**src/rtl/ex_mem_reg_pkg.sv**
```systemverilog
// Shared widths, bundle field offsets and encodings for the EX->MEM->WB boundary.
package ex_mem_reg_pkg;

  localparam int EX_W  = 107;
  localparam int MEM_W = 71;

  // EX bundle field positions
  localparam int EX_ADDR_LSB = 0;
  localparam int EX_RS2_LSB  = 32;
  localparam int EX_MEM_WE   = 64;
  localparam int EX_MEM_RE   = 65;
  localparam int EX_SIZE_LSB = 66;
  localparam int EX_UNSIGNED = 68;
  localparam int EX_RD_LSB   = 69;
  localparam int EX_RF_WE    = 74;
  localparam int EX_PC_LSB   = 75;

  // MEM bundle field positions
  localparam int MEM_WB_LSB   = 0;
  localparam int MEM_RD_LSB   = 32;
  localparam int MEM_RF_WE    = 37;
  localparam int MEM_PC_LSB   = 38;
  localparam int MEM_MISALIGN = 70;

  typedef enum logic [1:0] {
    SIZE_BYTE  = 2'd0,
    SIZE_HALF  = 2'd1,
    SIZE_WORD  = 2'd2,
    SIZE_WORD3 = 2'd3
  } mem_size_e;

  typedef enum logic [1:0] {
    IDLE = 2'd0,
    REQ  = 2'd1,
    WAIT = 2'd2,
    DONE = 2'd3
  } state_e;

  function automatic logic [MEM_W-1:0] packMem(input logic [31:0] wbValue,
                                                input logic [4:0]  rd,
                                                input logic        rfWe,
                                                input logic [31:0] pc,
                                                input logic        misalign);
    return {misalign, pc, rfWe, rd, wbValue};
  endfunction

endpackage

```
**src/rtl/ex_mem_reg_mem_align.sv**
```systemverilog
// Combinational data-path helpers: store lane replication/strobes, misalignment
// detection for the incoming access, and load shift/extend for the returned word.
module mem_align
  import ex_mem_reg_pkg::*;
(
  input  logic [1:0]  req_offset_i,
  input  logic [31:0] req_rs2_i,
  input  logic [1:0]  req_size_i,
  input  logic        req_access_i,
  input  logic        req_we_i,
  input  logic [1:0]  ld_offset_i,
  input  logic [1:0]  ld_size_i,
  input  logic        ld_unsigned_i,
  input  logic [31:0] ld_rdata_i,
  output logic [31:0] wdata_o,
  output logic [3:0]  wstrb_o,
  output logic        misalign_o,
  output logic [31:0] ld_value_o
);

  logic [31:0] ldShifted;

  always_comb begin
    wdata_o = '0;
    wstrb_o = '0;
    if (req_we_i) begin
      case (mem_size_e'(req_size_i))
        SIZE_BYTE: begin
          wdata_o = {4{req_rs2_i[7:0]}};
          wstrb_o = 4'b0001 << req_offset_i;
        end
        SIZE_HALF: begin
          wdata_o = {2{req_rs2_i[15:0]}};
          wstrb_o = req_offset_i[1] ? 4'b1100 : 4'b0011;
        end
        default: begin
          wdata_o = req_rs2_i;
          wstrb_o = 4'b1111;
        end
      endcase
    end
  end

  always_comb begin
    misalign_o = 1'b0;
    case (mem_size_e'(req_size_i))
      SIZE_BYTE: misalign_o = 1'b0;
      SIZE_HALF: misalign_o = req_offset_i[0];
      default:   misalign_o = (req_offset_i != 2'b00);
    endcase
    misalign_o = misalign_o & req_access_i;
  end

  // Selected byte/half lands in the low bits before extension
  assign ldShifted = ld_rdata_i >> {ld_offset_i, 3'b000};

  always_comb begin
    ld_value_o = ld_rdata_i;
    case (mem_size_e'(ld_size_i))
      SIZE_BYTE: ld_value_o = ld_unsigned_i ? {24'h0, ldShifted[7:0]}
                                            : {{24{ldShifted[7]}}, ldShifted[7:0]};
      SIZE_HALF: ld_value_o = ld_unsigned_i ? {16'h0, ldShifted[15:0]}
                                            : {{16{ldShifted[15]}}, ldShifted[15:0]};
      default:   ld_value_o = ld_rdata_i;
    endcase
  end

endmodule

```
**src/rtl/ex_mem_reg.sv**
```systemverilog
// EX/MEM pipeline register with a single outstanding data-memory access; holds
// the MEM bundle until the access completes and the MEM/WB register takes it.
module ex_mem_reg
  import ex_mem_reg_pkg::*;
(
  input  logic              clk,
  input  logic              reset,
  input  logic [EX_W-1:0]   ex_data,
  input  logic              ex_to_mem_reg_valid,
  output logic              ex_mem_reg_allow_in,
  input  logic              mem_wb_reg_allow_in,
  output logic              mem_to_wb_reg_valid,
  output logic [MEM_W-1:0]  mem_data,
  output logic              dmem_req_valid,
  input  logic              dmem_req_ready,
  output logic              dmem_req_we,
  output logic [31:0]       dmem_req_addr,
  output logic [31:0]       dmem_req_wdata,
  output logic [3:0]        dmem_req_wstrb,
  input  logic              dmem_rsp_valid,
  input  logic [31:0]       dmem_rsp_rdata
);

  state_e             state_q;
  logic [31:0]        aluResult_q;
  logic [4:0]         rd_q;
  logic               rfWe_q;
  logic [31:0]        pc_q;
  logic               memWe_q;
  logic [1:0]         memSize_q;
  logic               loadUnsigned_q;
  logic [MEM_W-1:0]   memBundle_q;
  logic               reqWe_q;
  logic [31:0]        reqAddr_q;
  logic [31:0]        reqWdata_q;
  logic [3:0]         reqWstrb_q;

  logic [31:0] inAddr, inRs2, inPc;
  logic        inWe, inRe, inUnsigned, inRfWe, inAccess;
  logic [1:0]  inSize;
  logic [4:0]  inRd;
  logic        accept;
  logic [31:0] storeWdata, loadValue;
  logic [3:0]  storeWstrb;
  logic        inMisalign;

  assign inAddr     = ex_data[EX_ADDR_LSB +: 32];
  assign inRs2      = ex_data[EX_RS2_LSB +: 32];
  assign inWe       = ex_data[EX_MEM_WE];
  assign inRe       = ex_data[EX_MEM_RE];
  assign inSize     = ex_data[EX_SIZE_LSB +: 2];
  assign inUnsigned = ex_data[EX_UNSIGNED];
  assign inRd       = ex_data[EX_RD_LSB +: 5];
  assign inRfWe     = ex_data[EX_RF_WE];
  assign inPc       = ex_data[EX_PC_LSB +: 32];
  assign inAccess   = inWe | inRe;

  assign ex_mem_reg_allow_in = (state_q == IDLE) || (state_q == DONE && mem_wb_reg_allow_in);
  assign accept              = ex_mem_reg_allow_in && ex_to_mem_reg_valid;
  assign mem_to_wb_reg_valid = (state_q == DONE);
  assign dmem_req_valid      = (state_q == REQ);
  assign mem_data            = memBundle_q;
  assign dmem_req_we         = reqWe_q;
  assign dmem_req_addr       = reqAddr_q;
  assign dmem_req_wdata      = reqWdata_q;
  assign dmem_req_wstrb      = reqWstrb_q;

  mem_align u_mem_align (
    .req_offset_i  (inAddr[1:0]),
    .req_rs2_i     (inRs2),
    .req_size_i    (inSize),
    .req_access_i  (inAccess),
    .req_we_i      (inWe),
    .ld_offset_i   (aluResult_q[1:0]),
    .ld_size_i     (memSize_q),
    .ld_unsigned_i (loadUnsigned_q),
    .ld_rdata_i    (dmem_rsp_rdata),
    .wdata_o       (storeWdata),
    .wstrb_o       (storeWstrb),
    .misalign_o    (inMisalign),
    .ld_value_o    (loadValue)
  );

  // A store wins when both mem_we and mem_re are set; responses outside WAIT are dropped
  always_ff @(posedge clk or posedge reset) begin
    if (reset) begin
      state_q        <= IDLE;
      aluResult_q    <= '0;
      rd_q           <= '0;
      rfWe_q         <= 1'b0;
      pc_q           <= '0;
      memWe_q        <= 1'b0;
      memSize_q      <= '0;
      loadUnsigned_q <= 1'b0;
      memBundle_q    <= '0;
      reqWe_q        <= 1'b0;
      reqAddr_q      <= '0;
      reqWdata_q     <= '0;
      reqWstrb_q     <= '0;
    end else begin
      case (state_q)
        IDLE, DONE: begin
          if (accept) begin
            aluResult_q    <= inAddr;
            rd_q           <= inRd;
            rfWe_q         <= inRfWe;
            pc_q           <= inPc;
            memWe_q        <= inWe;
            memSize_q      <= inSize;
            loadUnsigned_q <= inUnsigned;
            if (inMisalign) begin
              memBundle_q <= packMem(32'h0, inRd, 1'b0, inPc, 1'b1);
              state_q     <= DONE;
            end else if (inAccess) begin
              reqWe_q    <= inWe;
              reqAddr_q  <= {inAddr[31:2], 2'b00};
              reqWdata_q <= storeWdata;
              reqWstrb_q <= storeWstrb;
              state_q    <= REQ;
            end else begin
              memBundle_q <= packMem(inAddr, inRd, inRfWe, inPc, 1'b0);
              state_q     <= DONE;
            end
          end else if (state_q == DONE && mem_wb_reg_allow_in) begin
            state_q <= IDLE;
          end
        end
        REQ: begin
          if (dmem_req_ready) state_q <= WAIT;
        end
        WAIT: begin
          if (dmem_rsp_valid) begin
            memBundle_q <= packMem(memWe_q ? aluResult_q : loadValue, rd_q, rfWe_q, pc_q, 1'b0);
            state_q     <= DONE;
          end
        end
      endcase
    end
  end

endmodule

```
**config.mk**
```make
export PLATFORM = sky130hd
export DESIGN_NAME = ex_mem_reg
export DESIGN_NICKNAME = d
export VERILOG_FILES = /design/src/rtl/ex_mem_reg_pkg.sv /design/src/rtl/ex_mem_reg_mem_align.sv /design/src/rtl/ex_mem_reg.sv
export SDC_FILE = /design/constraint.sdc
export NUM_CORES = 1
export LEC_CHECK = 0
export ABC_CLOCK_PERIOD_IN_PS = 9900
export CORE_ASPECT_RATIO = 0.6
export CORE_UTILIZATION = 35
export DETAILED_ROUTE_END_ITERATION = 7
export GPL_ROUTABILITY_DRIVEN = 0
export SYNTH_ARGS = -nofsm -noshare
export SYNTH_HDL_FRONTEND = slang
export SYNTH_HIERARCHICAL = 1
export SYNTH_SLANG_ARGS = --single-unit
```
**constraint.sdc**
```tcl
create_clock -name clk -period 9.9 [get_ports clk]
set_input_delay 1.485 -clock clk [delete_from_list [all_inputs] [get_ports clk]]
set_output_delay 1.485 -clock clk [all_outputs]
set_load 0.01 [all_outputs]
```
==> results.sh, run 1 <==
export IMPL_critical_path_required_ps=10310
export IMPL_clkLatencyLatePin_ps=530
export IMPL_detailedPlace_worstSlack_ps=4850
export IMPL_worst_hold_path_endpoint="aluResult_q[23]"
export IMPL_worst_pin_slew_ps=1080
export IMPL_clockPowerShare_pct=18.5
export IMPL_r2r_cells=7
export IMPL_drc=0
export IMPL_seq_power_share_pct=32.6
export IMPL_vias=7845
export IMPL_sw_frac_of_total_pct=33.8
export IMPL_placement_io_buffers=285
export IMPL_p_per_area_nw_per_um2=323
export IMPL_hold_path_depth=2
export IMPL_count_of_final_hold_check_violations=0
export IMPL_final_layout_size_suffix_gt1_share_pct=19.9
export IMPL_yosys_area_top_type="dfrtp_1"
export IMPL_floorplan_die_area_um2=31900
export IMPL_synthTopCellsByArea="dfrtp_1 (49%), mux2_2 (11%), mux2_4 (9.8%)"
export IMPL_avgViaCountPerCell=4.88
export IMPL_final_min_period_over_clock_period_pct=45.2
export IMPL_count_of_cells_resized_by_post_cts_repair=0
export IMPL_grt_setup_unrepaired="no"
export IMPL_tritoncts_num_buffers=23
export IMPL_cp_arrival_ps=4890
export IMPL_reg2reg_to="mem_data[70]"
export IMPL_edff_count_synth=0
export IMPL_global_route_overflow_total=0
export IMPL_mean_post_synth_cell_area_um2=11.8
export IMPL_initial_core_util_pct=36.1
export IMPL_final_critical_period_ps=4480
export IMPL_p_comb_share_pct=48.9
export IMPL_clock_sinks=214
export IMPL_vdd_drop_max_mv=0.150
export IMPL_placementRows=49
export IMPL_tritoncts_clock_tree="yes"
export IMPL_slew_headroom_pct=28.2
export IMPL_die_height_um=139
export IMPL_drt_antenna_violating_nets=0
export IMPL_timing_setup_critical_path_class="input port to flip-flop"
export IMPL_postCtsSetupRepairBufs=0
export IMPL_worst_hold_startpoint="aluResult_q[23]"
export IMPL_ys_types=44
export IMPL_nets=1330
export IMPL_cts_root_buffer_cell="clkbuf_16"
export IMPL_track_usage_pct=18.9
export IMPL_synth_most_common_cell="dfrtp_1"
export IMPL_setup_reg_to_reg_worst_slack_ps=6280
export IMPL_final_tns_setup_ps=0
export IMPL_synth_top_cells_by_count="dfrtp_1 (214), nand2_1 (183), mux2_2 (106)"
export IMPL_reg2reg_from="state_q[0]"
export IMPL_status="complete, no violations"
export IMPL_grt_pass1_vias=7788
export IMPL_register_bit_count_reported_by_yosys=214
export IMPL_setup_worst_path_start_class="input port"
export IMPL_grt_pass1_wl_mm=47.3
export IMPL_layout_setup_ws_ps=5420
export IMPL_internal_power_w=0.00317
export IMPL_setup_violations_final=0
export IMPL_finalWirelength_mm=30.5
export IMPL_yosysTopAreaCellShare_pct=49.0
export IMPL_holdCritPathClass="flip-flop to flip-flop"
export IMPL_layout_area_overhead_vs_synth_pct=35.6
export IMPL_ys_flop_type="dfrtp_1"
export IMPL_yosysSeqAreaShare_pct=49.0
export IMPL_drt_first_iter_violations=493
export IMPL_chipWidth_um=230
export IMPL_drv_slew=0
export IMPL_net_sw_power_w=0.00162
export IMPL_skew_ps=9.74
export IMPL_maxCapViolCount=0
export IMPL_coreArea_um2=30300
export IMPL_antenna_found_initial=4
export IMPL_worst_path_max_fanout=41
export IMPL_number_of_instances_in_the_synthesized_netlist=923
export IMPL_firstDrtPassIters=6
export IMPL_timing_critical_path_to_type="flip-flop"
export IMPL_netlist_area_um2=10900
export IMPL_design_portCount=288
export IMPL_detailed_place_hpwl_mm=21.1
export IMPL_power_static_leakage_nw=6.65
export IMPL_max_freq_mhz=223
export IMPL_drt_wirelength_per_cell_um=19.0
export IMPL_asyncSetResetFlopFracSynth_pct=100
export IMPL_cts_path_max_buffers=3
export IMPL_clkSlewWorstSetupHoldPaths_ps=60
export IMPL_h_tree_depth=1
export IMPL_count_of_warnings_emitted_by_yosys=6
export IMPL_maximum_number_of_pins_on_one_net_before_global_route_repair=83
export IMPL_hold_buffers=0
-- metal layers --
layer  vias to the layer above  track usage, %  wire, um
met1                      3863            27.7     14500
met2                       224            27.5     13000
met4                         0            2.86       426
met5                         -               0         0
met3                        26            6.00      2520
li1                       3732               -         -
-- kinds of logic (layout without fill, tap and decap cells) --
group / after synthesis / in the layout / share of synthesized area, %
buf+inv: 77 / 348 / 3.83
simple gates: 231 / 231 / 9.22
compound gates: 124 / 124 / 7.47
fa+ha+maj: 4 / 4 / 0.458
flops: 214 / 214 / 49.0
mux: 272 / 272 / 30.0
other cells: 1 / 6 / 0.0343
-- power by group through the flow --
| stage | logic, W | registers, W | clock network, W |
|---|---|---|---|
| after detailed placement | 0.00236 | 0.00157 | 0 |
| after CTS | 0.00237 | 0.00156 | 0.000916 |
| after floorplan | 0.00143 | 0.00160 | 0 |
| after global placement | 0.00233 | 0.00156 | 0 |
| after global routing | 0.00251 | 0.00162 | 0.000949 |
| final | 0.00234 | 0.00156 | 0.000887 |
-- sequential cells by signal, indices dropped and copies added (netlist names) --
| signal | flops |
|---|---|
| aluResult_q | 32 |
| loadUnsigned_q | 1 |
| memSize_q | 2 |
| mem_data | 71 |
| state_q | 2 |
| rfWe_q | 1 |
| dmem_req_addr | 30 |
| dmem_req_wstrb | 4 |
| memWe_q | 1 |
| pc_q | 32 |
| dmem_req_wdata | 32 |
| rd_q | 5 |
| dmem_req_we | 1 |
-- through the flow --
step / total power (W) / instances / hold WS, ps / cell area [um^2] / util (%)
2_1_floorplan: 0.00303 / 924 / 445 / 10900 / -
5_1_grt: 0.00508 / 1603 / 500 / 14800 / 48.9
4_1_cts: 0.00485 / 1603 / 478 / 14800 / 48.9
6_report: 0.00479 / 1607 / 476 / 14800 / 48.9
3_5_place_dp: 0.00393 / 1564 / 463 / 14000 / 46.4
3_3_place_gp: 0.00389 / 1564 / 457 / 14000 / 46.4
-- layout by cell type (no fill, tap or decap), types with 13 or more instances in the layout --
cell / count
and2_1: 16
clkbuf_16: 23
clkdlybuf4s50_1: 285
dfrtp_1: 213
mux2_1: 40
mux2_2: 106
mux2_4: 71
mux2i_1: 54
nand2_1: 183
nor2b_1: 13
o21ai_0: 62
-- layout make-up --
class | count | area [um^2]
tap | 408 | 510
antenna | 4 | 10.0
fill | 2768 | 15500
inverter | 12 | 52.6
clock buffer | 31 | 636
timing repair buffer | 297 | 2940
clock inverter | 8 | 121
sequential | 214 | 5360
multi-input combinational | 633 | 5180
-- worst max path at each step --
| stage | startpoint | to | slack [ps] | cells after the start |
|---|---|---|---|---|
| after floorplan | reset | aluResult_q[0] | 2560 | 1 |
| after global placement | ex_data[64] | mem_data[70] | 4910 | 8 |
| after detailed placement | ex_data[64] | mem_data[70] | 4850 | 8 |
| after CTS | ex_data[64] | mem_data[70] | 5400 | 8 |
| after global routing | ex_data[64] | mem_data[70] | 5260 | 8 |
| final | ex_data[64] | mem_data[70] | 5420 | 8 |
-- critical path, cell delays in order --
cell,delay (ps)
clkdlybuf4s50_1,400
buf_4,240
or2_1,290
a21boi_2,260
nor3b_1,390
a221o_4,610
buf_4,750
mux2_2,410
Power figures use the tool's default switching activity.
==> run 2, diff against run 1 <==
--- a/config.mk
+++ b/config.mk
@@ -5,7 +5,7 @@
 export SDC_FILE = /design/constraint.sdc
 export NUM_CORES = 1
 export LEC_CHECK = 0
-export ABC_CLOCK_PERIOD_IN_PS = 9900
+export ABC_CLOCK_PERIOD_IN_PS = 4500
 export CORE_ASPECT_RATIO = 0.6
 export CORE_UTILIZATION = 35
 export DETAILED_ROUTE_END_ITERATION = 7
==> constraint.sdc (replaced) <==
create_clock -name clk -period 4.5 [get_ports clk]
set_input_delay 0.675 -clock clk [delete_from_list [all_inputs] [get_ports clk]]
set_output_delay 0.675 -clock clk [all_outputs]
set_load 0.01 [all_outputs]
==> run 2 against run 1 <==
Utilization up 0.31 points. Non-clock buffer count increased by 5. Routed wire length up 3.4%. Combinational power increased by 120%. Die area unchanged. Final cell count up 0.31%. Critical path type unchanged. Critical endpoint is now dmem_req_wdata[15].
==> results.sh, run 2 (synthesis gave the netlist of run 1 again) <==
export IMPL_cp_arrival_ps=3420
export IMPL_clkLatencyLatePin_ps=530
export IMPL_maximum_number_of_pins_on_one_net_before_global_route_repair=136
export IMPL_worst_path_max_fanout=35
export IMPL_final_tns_setup_ps=0
export IMPL_avgViaCountPerCell=4.94
export IMPL_coreArea_um2=30300
export IMPL_drt_antenna_violating_nets=0
export IMPL_critical_path_required_ps=4910
export IMPL_drc=0
export IMPL_met2_usage_pct=29.2
export IMPL_highest_count_cells_in_the_layout_ignoring_fill_and_taps="clkdlybuf4s50_1 (285), dfrtp_1 (213), nand2_1 (183)"
export IMPL_max_freq_mhz=333
export IMPL_grt_pass1_wl_mm=49.2
export IMPL_gr_max_usage_layer="met2"
export IMPL_p_per_area_nw_per_um2=715
export IMPL_cts_root_buffer_cell="clkbuf_16"
export IMPL_count_of_cells_resized_by_post_cts_repair=0
export IMPL_nets=1335
export IMPL_setup_worst_path_start_class="input port"
export IMPL_status="complete, no violations"
export IMPL_firstDrtPassIters=4
export IMPL_design_portCount=288
export IMPL_grt_util_met1_pct=28.6
export IMPL_tritoncts_num_buffers=23
export IMPL_final_critical_period_ps=3010
export IMPL_slew_headroom_pct=27.9
export IMPL_finalWirelength_mm=31.6
export IMPL_layout_cells_most_common="clkdlybuf4s50_1"
export IMPL_place_inst=1569
export IMPL_cpMaxStageDelayCell="and2_4"
export IMPL_clkSlewWorstSetupHoldPaths_ps=60
export IMPL_launching_element_of_the_worst_setup_path="ex_data[1]"
export IMPL_placementRows=49
export IMPL_r2r_cells=6
export IMPL_vdd_drop_max_mv=0.355
export IMPL_layout_area_overhead_vs_synth_pct=36.5
export IMPL_reg2reg_to="mem_data[19]"
export IMPL_timing_setup_critical_path_class="input port to flip-flop"
export IMPL_drt_wirelength_per_cell_um=19.6
export IMPL_end_point_of_the_critical_path="dmem_req_wdata[15]"
export IMPL_timing_critical_path_to_type="flip-flop"
export IMPL_setup_violations_final=0
export IMPL_power_static_leakage_nw=6.69
export IMPL_grt_setup_unrepaired="no"
export IMPL_hold_buffers=0
export IMPL_floorplan_die_area_um2=31900
export IMPL_count_of_final_hold_check_violations=0
export IMPL_critPathMaxStageDelay_ps=550
export IMPL_final_instance_count_excl_fill=1612
export IMPL_vias=7968
export IMPL_count_of_buffering_cells_on_the_critical_path_with_inverters_included=3
export IMPL_tritoncts_clock_tree="yes"
export IMPL_clock_sinks=214
export IMPL_gr_usage_met3_pct=5.94
export IMPL_final_min_period_over_clock_period_pct=66.8
export IMPL_final_layout_size_suffix_gt1_share_pct=20.2
export IMPL_cell_count_along_the_critical_path=8
export IMPL_detailed_place_hpwl_mm=21.8
export IMPL_grt_pass1_vias=8187
export IMPL_initial_core_util_pct=36.1
export IMPL_setup_reg_to_reg_worst_slack_ps=1580
export IMPL_drt_first_iter_violations=454
export IMPL_drv_slew=0
export IMPL_chipWidth_um=230
export IMPL_cts_path_max_buffers=3
export IMPL_global_route_overflow_total=0
export IMPL_maxCapViolCount=0
export IMPL_crit_chain="clkdlybuf4s50_1 > o21ai_0 > a21boi_1 > buf_4 > nor4b_2 > and2_4 > buf_12 > mux2_2"
export IMPL_holdCritPathClass="flip-flop to flip-flop"
export IMPL_antenna_found_initial=5
export IMPL_track_usage_pct=19.8
export IMPL_die_height_um=139
export IMPL_postCtsSetupRepairBufs=0
export IMPL_h_tree_depth=1
export IMPL_worst_pin_slew_ps=1080
export IMPL_worst_path_dominant_cell_family="buffers and inverters"
export IMPL_placement_io_buffers=285
export IMPL_largest_register_ffs=71
export IMPL_skew_ps=17.8
export IMPL_reg2reg_from="aluResult_q[1]"
run 2: cell types whose count changed in the layout (fill, tap and decap cells not counted), sizes merged:
cell      change
clkinv        -1
buf           +5
clkinvlp      +1
inv           -1
diode         -1
clkbuf        +2
run 2: layout make-up:
type	count	area, um^2
Fill cell	2755	15400
Tap cell	408	510
Multi-Input combinational cell	633	5180
Clock buffer	33	663
Sequential cell	214	5360
Inverter	12	48.8
Clock inverter	7	124
Timing Repair Buffer	302	3020
Antenna cell	3	7.51
run 2: where the power goes:
part	switching, W	internal (W)
registers	0.000603	0.00283
clock network	0.000806	0.00120
logic	0.00222	0.00300
total	0.00363	0.00703
run 2: how the worst min path moves through the flow:
stage / from / end / slack, ps / depth (start not counted)
after floorplan: aluResult_q[10] / aluResult_q[10] / 450 / 2
after global placement: aluResult_q[22] / aluResult_q[22] / 460 / 2
after detailed placement: aluResult_q[16] / aluResult_q[16] / 460 / 2
after CTS: aluResult_q[16] / aluResult_q[16] / 480 / 2
after global routing: aluResult_q[12] / aluResult_q[12] / 490 / 2
final: aluResult_q[16] / aluResult_q[16] / 480 / 2
run 2: metrics by stage:
stage	worst slack (ps)	instance area (um^2)	total power [W]	util, %	hold WS (ps)
finish	1490	14900	0.0107	49.2	475
global route	1240	14900	0.0113	49.2	494
CTS	1490	14900	0.0108	49.2	477
detailed placement	930	14100	0.00871	46.6	462
global placement	933	14100	0.00860	46.6	457
floorplan	1040	10900	0.00667	-	445
run 2: worst min-delay path, delay by kind of cell, from the launching register on:
| kind | cells | cell delay, ps |
|---|---|---|
| flops | 1 | 340 |
| simple gates | 2 | 110 |
run 2: layer usage:
layer / part of all wire (%) / vias to the layer above
met4: 1.7 / 2
met1: 48 / 3970
met5: 0.054 / -
met3: 7.2 / 35
li1: - / 3749
met2: 43 / 212
